## config.mk

```make
export PLATFORM = sky130hd
export DESIGN_NAME = mem_stage_lsu
export DESIGN_NICKNAME = d
export VERILOG_FILES = /design/src/rtl/mem_stage_lsu.sv
export SDC_FILE = /design/constraint.sdc
export NUM_CORES = 1
export LEC_CHECK = 0
export ABC_CLOCK_PERIOD_IN_PS = 5900
export CORE_AREA = 2 2 160 162
export DETAILED_ROUTE_END_ITERATION = 8
export DIE_AREA = 0 0 162 164
export GPL_ROUTABILITY_DRIVEN = 0
export GPL_TIMING_DRIVEN = 0
export PLACE_DENSITY = 0.68
export RECOVER_POWER = 100
export SLEW_MARGIN = 15
export SYNTH_ARGS = -nofsm -noshare
export SYNTH_HDL_FRONTEND = slang
export SYNTH_SLANG_ARGS = --single-unit
export TNS_END_PERCENT = 10
```

## constraint.sdc

```tcl
create_clock -name clk -period 5.9 [get_ports clk]
set_input_delay 0.885 -clock clk [delete_from_list [all_inputs] [get_ports clk]]
set_output_delay 0.885 -clock clk [all_outputs]
set_load 0.005 [all_outputs]
```

## src/rtl/mem_stage_lsu.sv

```systemverilog
// MIPS memory stage: load/store unit on a request/grant/response bus, with lane decode,
// load extension, alignment and timeout exceptions, and the M->W pipeline register.
module mem_stage_lsu #(
  parameter int DATA_W  = 32,
  parameter int ADDR_W  = 32,
  parameter int TIMEOUT = 16
) (
  input  logic                  clk,
  input  logic                  reset,
  input  logic                  M_valid,
  input  logic [31:0]           M_PC,
  input  logic [31:0]           M_Ins,
  input  logic [3:0]            M_memop,
  input  logic [DATA_W-1:0]     M_ALU_Y,
  input  logic [DATA_W-1:0]     M_rt_fw,
  input  logic [4:0]            M_GRF_WA,
  output logic [DATA_W-1:0]     M_GRF_WD,
  output logic                  M_fwd_valid,
  output logic                  M_stall,
  output logic                  dm_req,
  output logic                  dm_we,
  output logic [ADDR_W-1:0]     dm_addr,
  output logic [DATA_W/8-1:0]   dm_be,
  output logic [DATA_W-1:0]     dm_wdata,
  input  logic                  dm_gnt,
  input  logic                  dm_rvalid,
  input  logic [DATA_W-1:0]     dm_rdata,
  output logic                  W_valid,
  output logic [31:0]           W_PC,
  output logic [31:0]           W_Ins,
  output logic [4:0]            W_GRF_WA,
  output logic [DATA_W-1:0]     W_ALU_Y,
  output logic [DATA_W-1:0]     W_DM_RD,
  output logic                  W_exc,
  output logic [4:0]            W_excode
);

  localparam int LANES = DATA_W / 8;
  localparam int OFF_W = $clog2(LANES);
  localparam int CNT_W = $clog2(TIMEOUT + 1);

  localparam logic [4:0] EXC_ADEL = 5'd4;
  localparam logic [4:0] EXC_ADES = 5'd5;
  localparam logic [4:0] EXC_DBE  = 5'd7;

  typedef enum logic [1:0] {S_IDLE, S_REQ, S_RESP} state_e;

  typedef struct packed {
    logic              valid;
    logic [31:0]       pc;
    logic [31:0]       ins;
    logic [4:0]        wa;
    logic [DATA_W-1:0] alu_y;
    logic [DATA_W-1:0] dm_rd;
    logic              exc;
    logic [4:0]        excode;
  } w_reg_t;

  state_e           state_q, state_d;
  logic [CNT_W-1:0] cnt_q, cnt_d;
  w_reg_t           w_q, w_d;

  logic              is_load, is_store, is_signed;
  logic [1:0]        sz;
  logic              access, misaligned, aligned_access;
  logic [ADDR_W-1:0] addr;
  logic [OFF_W-1:0]  offset, size_mask;
  logic [7:0]        be_base;
  logic [DATA_W-1:0] shifted, keep_mask, load_data;
  logic              sign_bit;
  logic              done_ok, timeout, complete;

  // Opcode decode; 64-bit-only ops fall back to "no memory op" on a 32-bit datapath.
  // NOTE: every always_comb output gets a default first so no path can infer a latch.
  always_comb begin
    is_load   = 1'b0;
    is_store  = 1'b0;
    is_signed = 1'b0;
    sz        = 2'd0;
    case (M_memop)
      4'd1:  begin is_load = 1'b1; is_signed = 1'b1; sz = 2'd0; end
      4'd2:  begin is_load = 1'b1; sz = 2'd0; end
      4'd3:  begin is_load = 1'b1; is_signed = 1'b1; sz = 2'd1; end
      4'd4:  begin is_load = 1'b1; sz = 2'd1; end
      4'd5:  begin is_load = 1'b1; is_signed = 1'b1; sz = 2'd2; end
      4'd6:  if (DATA_W == 64) begin is_load = 1'b1; sz = 2'd2; end
      4'd7:  if (DATA_W == 64) begin is_load = 1'b1; sz = 2'd3; end
      4'd9:  begin is_store = 1'b1; sz = 2'd0; end
      4'd10: begin is_store = 1'b1; sz = 2'd1; end
      4'd11: begin is_store = 1'b1; sz = 2'd2; end
      4'd12: if (DATA_W == 64) begin is_store = 1'b1; sz = 2'd3; end
      default: ;
    endcase
  end

  assign addr           = M_ALU_Y[ADDR_W-1:0];
  assign offset         = addr[OFF_W-1:0];
  assign size_mask      = OFF_W'((4'd1 << sz) - 4'd1);
  assign access         = M_valid & (is_load | is_store);
  assign misaligned     = access & (|(offset & size_mask));
  assign aligned_access = access & ~misaligned;

  assign M_GRF_WD    = M_ALU_Y;
  assign M_fwd_valid = M_valid & (|M_GRF_WA) & ~is_load;

  // Loads fetch the whole lane group; stores enable only the addressed bytes.
  always_comb begin
    case (sz)
      2'd0:    be_base = 8'h01;
      2'd1:    be_base = 8'h03;
      2'd2:    be_base = 8'h0F;
      default: be_base = 8'hFF;
    endcase
    case (sz)
      2'd0:    dm_wdata = {LANES{M_rt_fw[7:0]}};
      2'd1:    dm_wdata = {(LANES/2){M_rt_fw[15:0]}};
      2'd2:    dm_wdata = {(LANES/4){M_rt_fw[31:0]}};
      default: dm_wdata = M_rt_fw;
    endcase
  end

  assign dm_we   = is_store;
  assign dm_be   = is_store ? (LANES'(be_base) << offset) : '1;
  assign dm_addr = {addr[ADDR_W-1:OFF_W], {OFF_W{1'b0}}};

  // Load alignment: shift the addressed lane down, keep `size` bytes, then extend.
  always_comb begin
    shifted = dm_rdata >> {offset, 3'b000};
    case (sz)
      2'd0:    begin keep_mask = DATA_W'(8'hFF);        sign_bit = shifted[7];  end
      2'd1:    begin keep_mask = DATA_W'(16'hFFFF);     sign_bit = shifted[15]; end
      2'd2:    begin keep_mask = DATA_W'(32'hFFFF_FFFF); sign_bit = shifted[31]; end
      default: begin keep_mask = '1;                     sign_bit = shifted[DATA_W-1]; end
    endcase
    load_data = shifted & keep_mask;
    if (is_signed && sign_bit) begin
      load_data = load_data | ~keep_mask;
    end
  end

  // Bus handshake FSM; timeout overrides everything except a genuine completion.
  always_comb begin
    state_d = state_q;
    dm_req  = 1'b0;
    done_ok = 1'b0;
    timeout = 1'b0;
    case (state_q)
      S_IDLE: begin
        if (aligned_access) begin
          dm_req = 1'b1;
          if (!dm_gnt)       state_d = S_REQ;
          else if (is_store) done_ok = 1'b1;
          else               state_d = S_RESP;
        end
      end
      S_REQ: begin
        dm_req = 1'b1;
        if (dm_gnt) begin
          if (is_store) begin
            done_ok = 1'b1;
            state_d = S_IDLE;
          end else begin
            state_d = S_RESP;
          end
        end
      end
      S_RESP: begin
        if (dm_rvalid) begin
          done_ok = 1'b1;
          state_d = S_IDLE;
        end
      end
      default: state_d = S_IDLE;
    endcase
    if (state_q != S_IDLE && !done_ok && cnt_q == CNT_W'(TIMEOUT - 1)) begin
      timeout = 1'b1;
      state_d = S_IDLE;
    end
    cnt_d = (state_d == S_IDLE) ? '0 : cnt_q + CNT_W'(1);
  end

  assign complete = done_ok | timeout;
  assign M_stall  = aligned_access & ~complete;

  // A stalled cycle hands W a bubble; otherwise W takes M plus any exception.
  always_comb begin
    w_d = '0;
    if (!M_stall) begin
      w_d.valid = M_valid;
      w_d.pc    = M_PC;
      w_d.ins   = M_Ins;
      w_d.alu_y = M_ALU_Y;
      if (misaligned) begin
        w_d.exc    = 1'b1;
        w_d.excode = is_load ? EXC_ADEL : EXC_ADES;
      end else if (timeout) begin
        w_d.exc    = 1'b1;
        w_d.excode = EXC_DBE;
      end
      w_d.wa = w_d.exc ? 5'd0 : M_GRF_WA;
      if (done_ok && is_load) begin
        w_d.dm_rd = load_data;
      end
    end
  end

  // NOTE: sequential state uses non-blocking assignments so every register samples pre-edge values.
  always_ff @(posedge clk or posedge reset) begin
    if (reset) begin
      state_q <= S_IDLE;
      cnt_q   <= '0;
      w_q     <= '0;
    end else begin
      state_q <= state_d;
      cnt_q   <= cnt_d;
      w_q     <= w_d;
    end
  end

  assign W_valid  = w_q.valid;
  assign W_PC     = w_q.pc;
  assign W_Ins    = w_q.ins;
  assign W_GRF_WA = w_q.wa;
  assign W_ALU_Y  = w_q.alu_y;
  assign W_DM_RD  = w_q.dm_rd;
  assign W_exc    = w_q.exc;
  assign W_excode = w_q.excode;

endmodule

```

# After elaboration in Yosys (flattened, before gate mapping)
# Index checks and enable logic that the tools add are counted.
# totals
ff_bits,147
latch_bits,0
ramBits,0
rom_bits,0
out_inout_bits,244
n_memories,0
# op_classes
add_sub_neg,2
mul,0
n_div,0
order_cmp,0
eq_ne,13
n_shift,3
mux,34
n_bitwise,15
n_reduce_logical,16
# op_table
op,n
$mux W140,1
$pmux W32 S2,2
$mux W32,2
$and A32 B32 Y32,1
$not A32 Y32,1
$or A32 B32 Y32,1
$shr A32 B5 Y32,1
$mux W6,3
$mux W2,7
$eq A4 B4 Y1 const B,3
$pmux W4 S3,1
$mux W1,10
$mux W5,2
$reduce_or A5 Y1,2
$reduce_or A3 Y1,3
$eq A4 B2 Y1 const B,2
$eq A4 B3 Y1 const B,2
$and A1 B1 Y1,6
$logic_not A2 Y1,3
$pmux W2 S3,1
$add A5 B1 Y5 const B,1
$eq A5 B4 Y1 const B,1
$eq A2 B1 Y1 const B,2
$eq A2 B2 Y1 const B,2
other kinds (15),23

# Longest topological paths before layout
# depth
depth_word,22
mapped_depth,13
ltp_nobuf,8

# Worst setup path after synthesis
# No wires, ideal clock.
# synth_path
kind,input port to output port
from,input M_memop[0]
to,output M_stall
t_arrival_ns,2.793
path_slack_ns,2.222
stages,12
n_path_buf,4
cell_sequence,buf_2 -> nor2_1 -> a32o_1 -> buf_2 -> inv_2 -> ha_1 -> inv_1 -> a32oi_2 -> and3_1 -> buf_4 -> buf_6 -> and2_1
# synth_via
elab_chain_cells,19
elab_cells_between_ends,35
cone_classes,add/sub: 1; eq/ne: 8; shift: 1; mux: 8; bitwise: 9; reduce/logical: 8
# synth_lines
element,line,source
"start, declared",13,"input logic [3:0] M_memop,"
$eq A4 B4 Y1 (tied with other cells),80,case (M_memop)
$reduce_or A3 Y1 (no source line) / $reduce_or A2 Y1 (equally long branches),--,
$pmux W2 S2,80,
$shl A1 B2 Y2,98,assign size_mask = OFF_W'((4'd1 << sz) - 4'd1);
$sub A2 B1 Y2,98,
$and A2 B2 Y2,100,assign misaligned = access & (|(offset & size_mask));
$reduce_or A2 Y1,100,
$and A1 B1 Y1,100,
[... 2 more ...],--,
$mux W1,149,if (aligned_access) begin
$pmux W1 S3,147,case (state_q)
$logic_not A1 Y1,175,if (state_q != S_IDLE && !done_ok && cnt_q == CNT_W'(TIMEOUT - 1)) begin
$logic_and A1 B1 Y1 (2 in series),175,
$mux W1,175,
$or A1 B1 Y1,182,assign complete = done_ok | timeout;
$not A1 Y1,183,assign M_stall = aligned_access & ~complete;
$and A1 B1 Y1 *,183,
"end, declared",19,"output logic M_stall,"
# Every way passes the cells marked *; elsewhere a longest branch is shown, timed or not.

# Worst setup path in the final report
# layout_path
from,input M_memop[1]
to,output dm_wdata[28]
# layout_via
elab_chain_cells,5
elab_cells_between_ends,11
cone_classes,eq/ne: 6; mux: 2; reduce/logical: 3
# layout_lines
element,line,source
$eq A4 B4 Y1 (tied with other cells),80,
$reduce_or A3 Y1 (no source line) / $reduce_or A2 Y1 (equally long branches),--,
$pmux W2 S2 *,80,
$eq A2 B1 Y1 / $logic_not A2 Y1 (equally long branches),114,case (sz)
$pmux W32 S2 *,114,
"end, declared",24,"output logic [DATA_W-1:0] dm_wdata,"
# Marked as above.

==> impl_metrics.csv <==
group,metric,value,unit
detailed_routing,vias,6224,
worst_hold_path,min_path_type,"register to register",
sta,fin_hold_ws,0.4846,ns
sta,period_share,91.74,%
clock_tree,cts_setup_buffers,0,
grt,grt.overflow.total,0,
floorplan,core-area,0.02482,mm^2
yosys,synth_edf_count,0,
grt,grt_max_degree,103,
floorplan,row_count,58,
sta,tightest_slew,2.566,ns
floorplan,die_area,0.02657,mm^2
detailed_routing,wl_met2,13790,um
sta,max_freq,184.7,MHz
sta,worst_slack,0.4872,ns
detailed_routing,post_drt_wl_per_cell,19.33,um
sta,hold_viol,0,
cells_and_area,syn_to_final_growth,75.01,%
sta,totalNegativeSetupSlack,0,ns
clock_tree,ctsHoldBuffers,0,
yosys,postSynth.asyncResetShare,100.0,%
setup_path,critPathMaxFanout,10,
clock_tree,clk_pin_slew_worst_paths,0.07,ns
setup_path,critical_path_class,"input pin to output port",
setup_path,end_kind,"output port",
floorplan,initial_core_util,27.25,%
sta,rsz0062_at_grt,"no",
detailed_routing,firstDrtPassIters,4,
place,place_ws,0.7498,ns
clock_tree,clock_latency,0.43,ns
setup_path,required,5.02,ns
place,post-dp-hpwl,20930,um
place,port_buffers,410,
pwr,cellPowerDensity,235.2,mW/mm^2
pwr,power,0.002784,W
clock_tree,cts_tree,"built",
detailed_routing,met1Wirelength,9729,um
setup_path,cp.arrival,4.53,ns
yosys,ys_warn_count,0,
sta,setup_viol,0,
run_status,violations,"capacitance limit, slew limit",
grt,grt_pass1_wl,38780,um
pwr,peakVddDrop,0.0001333,V
cells_and_area,mostFrequentLayoutCells,"dlygate4sd3_1 (228), clkdlybuf4s50_1 (182), dfrtp_1 (144), a21boi_0 (97), buf_4 (65)",
run,drv_cap,3,
grt,grt_pass1_vias,6410,
pwr,p_leak,5.241,nW
yosys,synth.avg_cell_area,11.33,um^2
yosys,yosysUniqueCellTypes,65,
clock_tree,cts_root_buf,"clkbuf_16",
grt,grt.total_usage,19.58,%
clock_tree,numCtsBuffers,17,
sta,period_minus_slack,5.413,ns
yosys,syn_area,0.006764,mm^2
yosys,synth_seq_cells,144,
cells_and_area,nets,1207,
cells_and_area,fin_util,47.70,%
detailed_routing,dr.max_layer_used,"met4",
clock_tree,clockBufferDepth,2,
sta,slew_violations,147,
floorplan,chipHeight,164,um
clock_tree,cts_resized,0,
setup_path,critPathLaunchType,"input pin",
detailed_routing,viasPerCell,4.533,
floorplan,die_x,162,um
cells_and_area,drive_gt1_share,14.09,%
run_status,status,"finished with violations",
detailed_routing,met3_length,2397,um
clock_tree,clock-sinks,144,
grt,antenna_found_initial,1,
clock_tree,htree_num_levels,4,
detailed_routing,ant_nets,0,
detailed_routing,drt_wl_total,26540,um
floorplan,io_pins,418,
detailed_routing,drc,0,
sta,slew_headroom,-71.05,%
detailed_routing,drt_iter0_drc,343,
cells_and_area,num_antenna_cells,0,
yosys,synthCells,597,
sta,skew,0.01666,ns
cells_and_area,final_common_cell,"dlygate4sd3_1",
yosys,ys.flop_type,"dfrtp_1",
yosys,yosysSeqAreaShare,53.27,%
-- cell type report --
class | instances | area [um^2]
repair buffers | 411 | 4109
multi-input cells | 328 | 2301
inverters | 10 | 38.79
clock inverters | 15 | 190.2
fillers | 2362 | 12980
flip-flops and latches | 144 | 3603
well taps | 330 | 412.9
clock buffers | 17 | 425.4
plain buffers | 118 | 757.0
-- where the power goes --
| group | internal (W) | switching (W) |
|---|---|---|
| Combinational | 0.000351 | 0.000273 |
| Clock | 0.000575 | 0.000517 |
| Sequential | 0.00105 | 0.0000178 |
-- layer usage --
metal | track usage (%) | vias to the layer above
li1 | - | 2880
met1 | 21.24 | 2977
met2 | 35.65 | 329
met3 | 6.591 | 38
met4 | 6.838 | 0
met5 | 0 | -
-- Yosys cell counts (2+ instances only) --
master	n	area [um^2]
a211oi_1	14	105.1
nor4_1	2	12.51
dfrtp_1	144	3603
nor3b_1	2	15.01
o21ai_0	36	180.2
a21boi_1	3	22.52
a31oi_1	2	12.51
inv_1	8	30.03
nor2b_1	12	75.07
and3_1	2	12.51
buf_4	78	585.6
xor2_1	2	17.52
o32ai_1	4	35.03
a21boi_2	8	90.09
buf_2	23	115.1
clkbuf_1	14	52.55
nand2b_1	8	50.05
nor3_1	7	35.03
buf_6	2	22.52
mux2i_1	21	210.2
o21ai_1	3	15.01
nor2_1	17	63.81
a21oi_2	2	17.52
or2_2	2	12.51
a21oi_1	9	45.04
ha_1	3	37.54
a21boi_0	90	675.7
nand3_1	3	15.01
inv_2	2	7.510
a22o_1	16	140.1
mux2_2	4	45.04
nand2_1	21	78.83
-- kinds of logic after synthesis --
group,synth area share [%]
flops,53.27
mux,4.106
fa+ha+maj,0.5550
compound gates,22.07
buf+inv,12.10
simple gates,7.455
other cells,0.05544
xor+xnor,0.3885
-- registers in the layout, summed over array words and instances, names as in the netlist --
name and flops:
W_ALU_Y 32, W_DM_RD 32, W_Ins 32, W_PC 32
W_GRF_WA 5, cnt_q 5, W_excode 3, state_q 2
W_valid 1
-- worst paths after layout --
| kind | from | end | slack [ns] | depth (start not counted) |
|---|---|---|---|---|
| max | M_memop[1] | dm_wdata[28] | 0.49 | 11 |
| min | cnt_q[0]$_DFF_PP0_ | cnt_q[0]$_DFF_PP0_ | 0.48 | 1 |
| max reg2reg | cnt_q[0]$_DFF_PP0_ | W_Ins[6]$_DFF_PP0_ | 3.49 | 6 |
| min reg2reg | cnt_q[0]$_DFF_PP0_ | cnt_q[0]$_DFF_PP0_ | 0.48 | 1 |
| max in group asynchronous | reset | W_ALU_Y[1]$_DFF_PP0_ | 1.21 | 3 |
| min in group asynchronous | reset | W_DM_RD[2]$_DFF_PP0_ | 1.43 | 2 |
-- critical path, stage by stage --
cell and delay [ns]:
dlygate4sd3_1 0.55, clkbuf_1 0.33, nor2b_2 0.28, a32o_1 0.14
buf_2 0.20, inv_2 0.13, ha_1 0.30, clkbuf_1 0.27
nand2b_1 0.38, o21ai_0 0.42, dlygate4sd3_1 0.64
-- through the flow --
| stage | instances | instance area (um^2) |
|---|---|---|
| final | 1373 | 11840 |
| after CTS | 1373 | 11940 |
| after global routing | 1373 | 11840 |
| after floorplan | 600 | 6775 |
| after detailed placement | 1341 | 11330 |
| after global placement | 1340 | 11290 |
(Power assumes the default switching activity.)
==> RTL edit, RTL diff (config.mk and constraints unchanged) <==
The 3 states of `state_e` get a one-hot encoding in 3 bits.
--- a/src/rtl/mem_stage_lsu.sv
+++ b/src/rtl/mem_stage_lsu.sv
@@ -43,7 +43,7 @@
   localparam logic [4:0] EXC_ADES = 5'd5;
   localparam logic [4:0] EXC_DBE  = 5'd7;
 
-  typedef enum logic [1:0] {S_IDLE, S_REQ, S_RESP} state_e;
+  typedef enum logic [2:0] {S_IDLE = 3'b001, S_REQ = 3'b010, S_RESP = 3'b100} state_e;
 
   typedef struct packed {
     logic              valid;
Function: same outputs for any inputs over 4 cycles, from zero or initial values and one cycle with reset high; so few cycles prove little.
==> RTL edit against the unedited design <==
The flow still finishes with violations (max-capacitance violations, max-slew violations); highest routed layer unchanged; total power increased by 1.0%; area after synthesis down 2.1%; critical path type unchanged; sequential cell count grew 1; worst setup slack lost 210 ps; register-to-register slack got worse by 510 ps; routed wire length is 0.73% lower; final area decreased by 0.73%; core utilization decreased by 0.35 points.
==> RTL edit: results (changes against the unedited design) <==
- Placed Cells: 1,343 (+0.15%)
- Clock Skews: 13.3 ps (-3.35 ps)
- Max Fclk: 178 MHz (-3.8%)
- Placed cell area: 11,200 um2 (-1.1%)
- R2R setup slack: 2980 ps (-510 ps)
- Synth cell count leaders: dfrtp_1, nor2b_1, buf_4
- First-pass GRT wire length: 38,300 um (-1.2%)
- Wire length per cell: 19.2 um (-0.80%)
- Reg2reg start: state_q[1]
- Violated checks: max-capacitance violations, max-slew violations
- Seq/Total Area, Yosys: 0.548 (+0.0153)
- Peak VDD IR: 0.000191 V (+43%)
- Dominant cells by area after synthesis: dfrtp_1, nor2b_1, buf_4, mux2i_1, a211oi_1
- Share of cells above drive strength 1: 0.118 (-0.0231)
- Pre-Repair DR Iteration Count: 5 (+1)
- Pre-CTS WS: 190 ps (-559 ps)
- Static Leakage: 5.27 nW (+0.48%)
- Vias in the first global route: 6,241 (-2.6%)
- CP arrival: 4740 ps (+210 ps)
- Netlist cell types: 52 (-20%)
- Vias per cell: 4.40 (-2.9%)
- FF-to-FF path depth: 8 (+2)
- Gr usage total: 0.196 (+0.000239)
- Status: finished with violations
- Layout fillers: 2,355 (-0.30%)
- Hpwl dp: 21,100 um (+0.91%)
- Max-cap viol count: 2 (-1)
- Via count: 6,048 (-2.8%)
- Crit path max fanout: 13 (+3)
- Pins Over Slew Limit: 148 (+0.68%)
- FF-to-FF End: W_PC[22]
- DRT iter0 DRCs: 267 (-22%)
-- RTL edit: cell type report --
| class | instances | area, um2 | area share |
|---|---|---|---|
| plain buffers | 108 | 692 | 0.0589 |
| clock buffers | 17 | 425 | 0.0362 |
| clock inverters | 15 | 189 | 0.0161 |
| inverters | 4 | 16.3 | 0.00138 |
| multi-input cells | 342 | 2260 | 0.192 |
| flip-flops and latches | 145 | 3630 | 0.309 |
| well taps | 330 | 413 | 0.0351 |
| repair buffers | 413 | 4130 | 0.351 |
-- RTL edit: worst min path at each step --
stage	end	cells after the start	startpoint	slack, ps
after floorplan	cnt_q[0]	1	cnt_q[0]	430
after global placement	cnt_q[0]	1	cnt_q[0]	450
after detailed placement	cnt_q[0]	1	cnt_q[0]	460
after CTS	cnt_q[0]	1	cnt_q[0]	470
after global routing	cnt_q[0]	1	cnt_q[0]	500
final	cnt_q[0]	1	cnt_q[0]	470
-- RTL edit: layer usage --
layer,wire length (um),GRT usage
met2,13800,0.358
met1,9760,0.214
met5,0,0
met3,2300,0.0669
met4,509,0.0619
-- RTL edit: worst max-delay path: cells and delay by family --
family / cells / cell delay [ps]
and+or+nand+nor: 2 / 510
buffers and inverters: 3 / 1590
AOI/OAI and AO/OA: 4 / 1420
adders and majority gates: 1 / 330
-- RTL edit: power breakdown --
part | total (mW) | internal (mW) | switching (mW)
Combinational | 0.638 | 0.358 | 0.280
Sequential | 1.09 | 1.06 | 0.0227
Clock | 1.09 | 0.576 | 0.511
-- RTL edit: cells by family after synthesis --
kind of cell	share of synthesized area
AOI/OAI and AO/OA	0.119
xor gates and xnor gates	0.00397
adders and majority gates	0.00567
buffers and inverters	0.112
DFF	0.548
muxes	0.0410
other	0.000566
and+or+nand+nor	0.170
-- RTL edit: what timing repair did --
item	CTS	global route
setup endpoints to repair	0	1
resized for setup	0	0
hold buffers	0	0
hold endpoints to repair	0	0
